## src/rtl/sba_xbar.sv

```systemverilog
// sba_xbar: NM-master / NS-slave SBA interconnect. Masters are arbitrated
// round-robin, the winner's address is decoded on its top byte to pick a
// slave, and unmapped or hung accesses complete with an error acknowledge.
module sba_xbar #(
    parameter int              NM         = 2,
    parameter int              NS         = 6,
    parameter logic [NS*8-1:0] SLAVE_BASE = 48'h80_20_10_0C_02_00,
    parameter int              TIMEOUT    = 255,
    parameter logic [31:0]     ERR_DATA   = 32'hDEADBEEF
) (
    input  logic                 i_clk,
    input  logic                 i_rst,
    input  logic [NM-1:0]        i_m_stb,
    input  logic [NM-1:0][3:0]   i_m_we,
    input  logic [NM-1:0][31:0]  i_m_addr,
    input  logic [NM-1:0][31:0]  i_m_dat_w,
    output logic [NM-1:0]        o_m_ack,
    output logic [NM-1:0][31:0]  o_m_dat_r,
    output logic [NS-1:0]        o_s_stb,
    output logic [31:0]          o_s_addr,
    output logic [3:0]           o_s_we,
    output logic [31:0]          o_s_dat_w,
    input  logic [NS-1:0]        i_s_ack,
    input  logic [NS-1:0][31:0]  i_s_dat_r,
    output logic                 o_err,
    output logic [31:0]          o_err_addr,
    output logic [2:0]           o_err_master
);

    localparam int GW = (NM > 1) ? $clog2(NM) : 1;
    localparam int SW = (NS > 1) ? $clog2(NS) : 1;
    localparam int TW = $clog2(TIMEOUT + 1);

    typedef enum logic [1:0] {IDLE, BUSY, ERR} state_t;

    state_t        state;
    logic [GW-1:0] grant;
    logic [GW-1:0] rr_ptr;
    logic [SW-1:0] sel;
    logic [TW-1:0] cnt;

    logic          req_hit;
    logic [GW-1:0] req_idx;
    logic [GW-1:0] scan;
    logic          dec_hit;
    logic [SW-1:0] dec_idx;
    logic          s_ack;

    // Round-robin pick: scan from rr_ptr+1 so the previous winner ranks last
    always_comb begin
        req_hit = 1'b0;
        req_idx = '0;
        scan    = '0;
        for (int i = NM; i >= 1; i--) begin
            scan = GW'((int'(rr_ptr) + i) % NM);
            if (i_m_stb[scan]) begin
                req_hit = 1'b1;
                req_idx = scan;
            end
        end
    end

    // Top-byte decode of the candidate address; lowest matching slave wins
    always_comb begin
        dec_hit = 1'b0;
        dec_idx = '0;
        for (int s = NS - 1; s >= 0; s--) begin
            if (i_m_addr[req_idx][31:24] == SLAVE_BASE[s*8 +: 8]) begin
                dec_hit = 1'b1;
                dec_idx = SW'(s);
            end
        end
    end

    // Slave-side mux and master acks; the slave ack is passed straight through
    always_comb begin
        s_ack     = i_m_stb[grant] && i_s_ack[sel];
        o_s_addr  = i_m_addr[grant];
        o_s_we    = i_m_we[grant];
        o_s_dat_w = i_m_dat_w[grant];
        o_s_stb   = '0;
        o_m_ack   = '0;
        o_m_dat_r = '0;
        o_err     = 1'b0;
        case (state)
            BUSY: begin
                o_s_stb[sel] = i_m_stb[grant];
                if (s_ack) begin
                    o_m_ack[grant]   = 1'b1;
                    o_m_dat_r[grant] = i_s_dat_r[sel];
                end
            end
            ERR: begin
                o_m_ack[grant]   = 1'b1;
                o_m_dat_r[grant] = ERR_DATA;
                o_err            = 1'b1;
            end
            default: ;
        endcase
    end

    // Transaction FSM: grant/decode in IDLE, wait or time out in BUSY,
    // one-cycle error completion in ERR
    always_ff @(posedge i_clk) begin
        if (i_rst) begin
            state        <= IDLE;
            grant        <= '0;
            rr_ptr       <= GW'(NM - 1);
            sel          <= '0;
            cnt          <= '0;
            o_err_addr   <= '0;
            o_err_master <= '0;
        end else begin
            case (state)
                IDLE: begin
                    if (req_hit) begin
                        grant  <= req_idx;
                        rr_ptr <= req_idx;
                        cnt    <= '0;
                        if (dec_hit) begin
                            sel   <= dec_idx;
                            state <= BUSY;
                        end else begin
                            state        <= ERR;
                            o_err_addr   <= i_m_addr[req_idx];
                            o_err_master <= 3'(req_idx);
                        end
                    end
                end
                BUSY: begin
                    if (!i_m_stb[grant]) begin
                        // master abandoned the access: drop it silently
                        state <= IDLE;
                    end else if (i_s_ack[sel]) begin
                        state <= IDLE;
                    end else if (cnt == TW'(TIMEOUT - 1)) begin
                        state        <= ERR;
                        o_err_addr   <= i_m_addr[grant];
                        o_err_master <= 3'(grant);
                    end else if (cnt != TW'(TIMEOUT)) begin
                        cnt <= cnt + 1'b1;
                    end
                end
                ERR: state <= IDLE;
                default: state <= IDLE;
            endcase
        end
    end

endmodule

```

## config.mk

```make
export PLATFORM = sky130hd
export DESIGN_NAME = sba_xbar
export DESIGN_NICKNAME = d
export VERILOG_FILES = /design/src/rtl/sba_xbar.sv
export SDC_FILE = /design/constraint.sdc
export NUM_CORES = 1
export LEC_CHECK = 0
export CORE_AREA = 2 2 200 202
export DETAILED_ROUTE_END_ITERATION = 6
export DIE_AREA = 0 0 202 204
export GPL_ROUTABILITY_DRIVEN = 0
export PLACE_DENSITY_LB_ADDON = 0.1
export SKIP_LAST_GASP = 1
export SYNTH_ARGS = -nofsm -noshare
export SYNTH_HDL_FRONTEND = slang
export SYNTH_SLANG_ARGS = --single-unit
```

## constraint.sdc

```tcl
create_clock -name i_clk -period 3.2 [get_ports i_clk]
set_input_delay 0.8 -clock i_clk [delete_from_list [all_inputs] [get_ports i_clk]]
set_output_delay 0.8 -clock i_clk [all_outputs]
set_load 0.02 [all_outputs]
```

==> flow_summary.json, run 1 <==
{
  "drtPass1Iterations": 4,
  "final_area_um2": 11920,
  "clkTransAtPathRegs_ns": 0.06,
  "yosysWarnings": 0,
  "relSlewSlack": 0.5768,
  "crit_path_max_fanout": 6,
  "drv_slew": 0,
  "max_stage_delay_ns": 0.33,
  "grt_max_degree": 77,
  "cts_max_level": 2,
  "yosys-top-cells-area": "mux2_2, dfxtp_1, mux2i_1, a21oi_1, o22a_1",
  "required_ns": 2.40,
  "synthDistinctLibCells": 51,
  "postRouteAntennaNets": 0,
  "grt_pass1_wl_um": 51470,
  "crit_path_top_delay_cell": "a222oi_1",
  "run_status": "finished, violations left",
  "fin_nets": 1553,
  "synth-edff-count": 0,
  "dieWidth_um": 202,
  "final_core_utilization": 0.3043,
  "dp_slack_ns": -0.8001,
  "syn_area_per_cell_um2": 7.964,
  "drtIter0Drc": 358,
  "wl_um": 36330,
  "synth_seq_cells": 48,
  "start_util": 0.1409,
  "die_h_um": 204,
  "route.detailed.drc": 0,
  "grt_use_total": 0.1653,
  "grt_util_met3": 0.04990,
  "max_freq_ghz": 0.3024,
  "setup_ws_ns": -0.1064,
  "yosysTopAreaCellShare": 0.2102,
  "avgRoutedWirePerCell_um": 20.88,
  "tightest_slew_ns": 0.6348,
  "syn_to_final_growth_pct": 116.1,
  "cpLargestDelayFamily": "buffers and inverters",
  "synth-seq-area-share": 0.1741,
  "grt_pass1_vias": 7635,
  "overflow": 0,
  "use_met1": 0.1853,
  "fin_hold_ws_ns": 0.5117,
  "ctsLongestPathBuffers": 2,
  "cts_tree": "yes",
  "netlist_top_cells_count": "a21oi_1, mux2_2, nor2_1",
  "synthFlopType": "dfxtp_1",
  "syn_inst": 693,
  "cts_buffers": 5,
  "stdcell_count": 1740,
  "vdd_drop_max_uv": 305.0,
  "fin_crit_ns": 3.306,
  "cp-start-kind": "input pin",
  "io_buffer_count": 511,
  "num-fill-cells": 4212,
  "use_met2": 0.3001,
  "hold_path.class": "flop to flop",
  "worst_ep_arrival_time_ns": 2.51,
  "dp.cells": 1719,
  "setup_tns_ns": -1.655,
  "ios": 514,
  "drive_gt1_frac": 0.2444,
  "antenna_found_initial": 4,
  "top_usage_layer": "met2",
  "synth_area_leader_cell": "mux2_2",
  "place_hpwl_um": 28940,
  "clock_sinks": 48,
  "total_power_mw": 2.878,
  "syn_area_um2": 5519,
  "rows": 73,
  "power_leakage_nw": 4.484,
  "vias_per_cell": 4.325,
  "cap_viol_max_count": 0,
  "finalCritPeriodShare": 1.033,
  "rsz0062_at_grt": "yes",
  "skew_ns": 0.007375,
  "yosysMostFrequentCell": "a21oi_1",
  "path_buf_inv": 5,
  "ys_async_sr_fraction": 0,
  "hold_buffers": 0,
  "place_area_um2": 11630,
  "worst_setup_path_end_kind": "output port",
  "crit_chain": "buf_6 -> mux2_4 -> a222oi_1 -> buf_4 -> nand4b_1 -> and2_4 -> buf_6 -> buf_12 -> a21oi_2 -> buf_4",
  "core_area_um2": 39180,
  "p_per_area_nw_per_um2": 241.4,
  "violations": "negative setup slack",
  "clock_latency_ns": 0.30,
  "hold_viol": 0,
  "root_buffer": "clkbuf_16",
  "setup_violations": 41,
  "worstSetupPathType": "input pin to output port",
  "num_vias": 7525,
  "die-area_um2": 41210
}
## tightest hold or removal path, cell delays in order (launching register included)
cell and delay, ns:
dfxtp_1 0.33, o21ai_0 0.08, a21oi_1 0.06
## power by group
part | internal, mW | switching, mW
Combinational | 0.869 | 0.678
Sequential | 0.654 | 0.0314
Clock | 0.392 | 0.254
Total | 1.92 | 0.963
## final timing paths
kind	from	to	slack (ns)	depth (start not counted)
worst max-delay path	i_s_ack[0]	o_m_dat_r[53]	-0.11	10
worst max register to register	sel[0]	o_err_addr[30]	0.68	10
worst min-delay path	state[0]	state[0]	0.51	2
worst min register to register	state[0]	state[0]	0.51	2
## cell type report
class	count	area (um2)	area share
diodes	4	10.01	0.0008395
clock buffers	6	138.9	0.01165
clock inverters	2	38.79	0.003253
inverters	5	18.77	0.001574
multi-input cells	569	4398	0.3688
flip-flops and latches	48	973.4	0.08164
well taps	525	656.9	0.05509
repair buffers	581	5689	0.4771
## logic make-up (layout without fill, tap and decap cells)
family | after synthesis | after routing | synth area share
mux | 168 | 168 | 0.3280
other cells | 1 | 6 | 0.0006795
flops | 48 | 48 | 0.1741
fa+ha+maj | 5 | 5 | 0.01134
compound gates | 249 | 249 | 0.2893
simple gates | 136 | 136 | 0.1192
xor+xnor | 9 | 9 | 0.01428
buf+inv | 77 | 594 | 0.06302
## registers in the layout, indices dropped and copies added, names as in the netlist
name          cells
state             2
o_err_master      1
rr_ptr            1
o_err_addr       32
sel               3
cnt               8
grant             1
## metal layers
layer,vias up,wire (um)
met2,350,18550
met5,-,0
met1,3488,14090
li1,3654,-
met3,33,2904
met4,0,790
## timing repair
| action | 4_1_cts | 5_1_grt |
|---|---|---|
| pin swaps | 3 | 3 |
| setup buffers | 12 | 1 |
| setup endpoints to repair | 72 | 66 |
| gates cloned | 5 | 1 |
| resized for setup | 359 | 65 |
## cells in the final DEF, fill, tap and decap left out, types with 4 or more instances in the layout
master and n:
clkdlybuf4s50_1 432, mux2_2 100, a21oi_1 96, buf_4 70, mux2i_1 64, nor2_1 62
dfxtp_1 44, a211oi_1 34, a22oi_1 33, o22a_1 32, buf_2 30, buf_6 25
buf_12 15, nand2_1 14, o21ai_0 13, a21oi_2 9, xor2_1 7, o21ai_1 6
nor2_2 6, clkbuf_16 6, dlygate4sd2_1 6, nand3_1 5, and2_1 5, a21oi_4 5
inv_1 5, ha_1 5, diode_2 4, nor3b_1 4, nor3_1 4, and3_1 4
nor2b_1 4, nor2b_2 4
Note: power is estimated with default switching activity, not from simulation.
==> run 2, diff against run 1 <==
--- a/config.mk
+++ b/config.mk
@@ -5,6 +5,7 @@
 export SDC_FILE = /design/constraint.sdc
 export NUM_CORES = 1
 export LEC_CHECK = 0
+export CAP_MARGIN = 0
 export CORE_AREA = 2 2 200 202
 export DETAILED_ROUTE_END_ITERATION = 6
 export DIE_AREA = 0 0 202 204
==> results of run 2 <==
The final DEF is identical to that of run 1; final timing and power are the same.
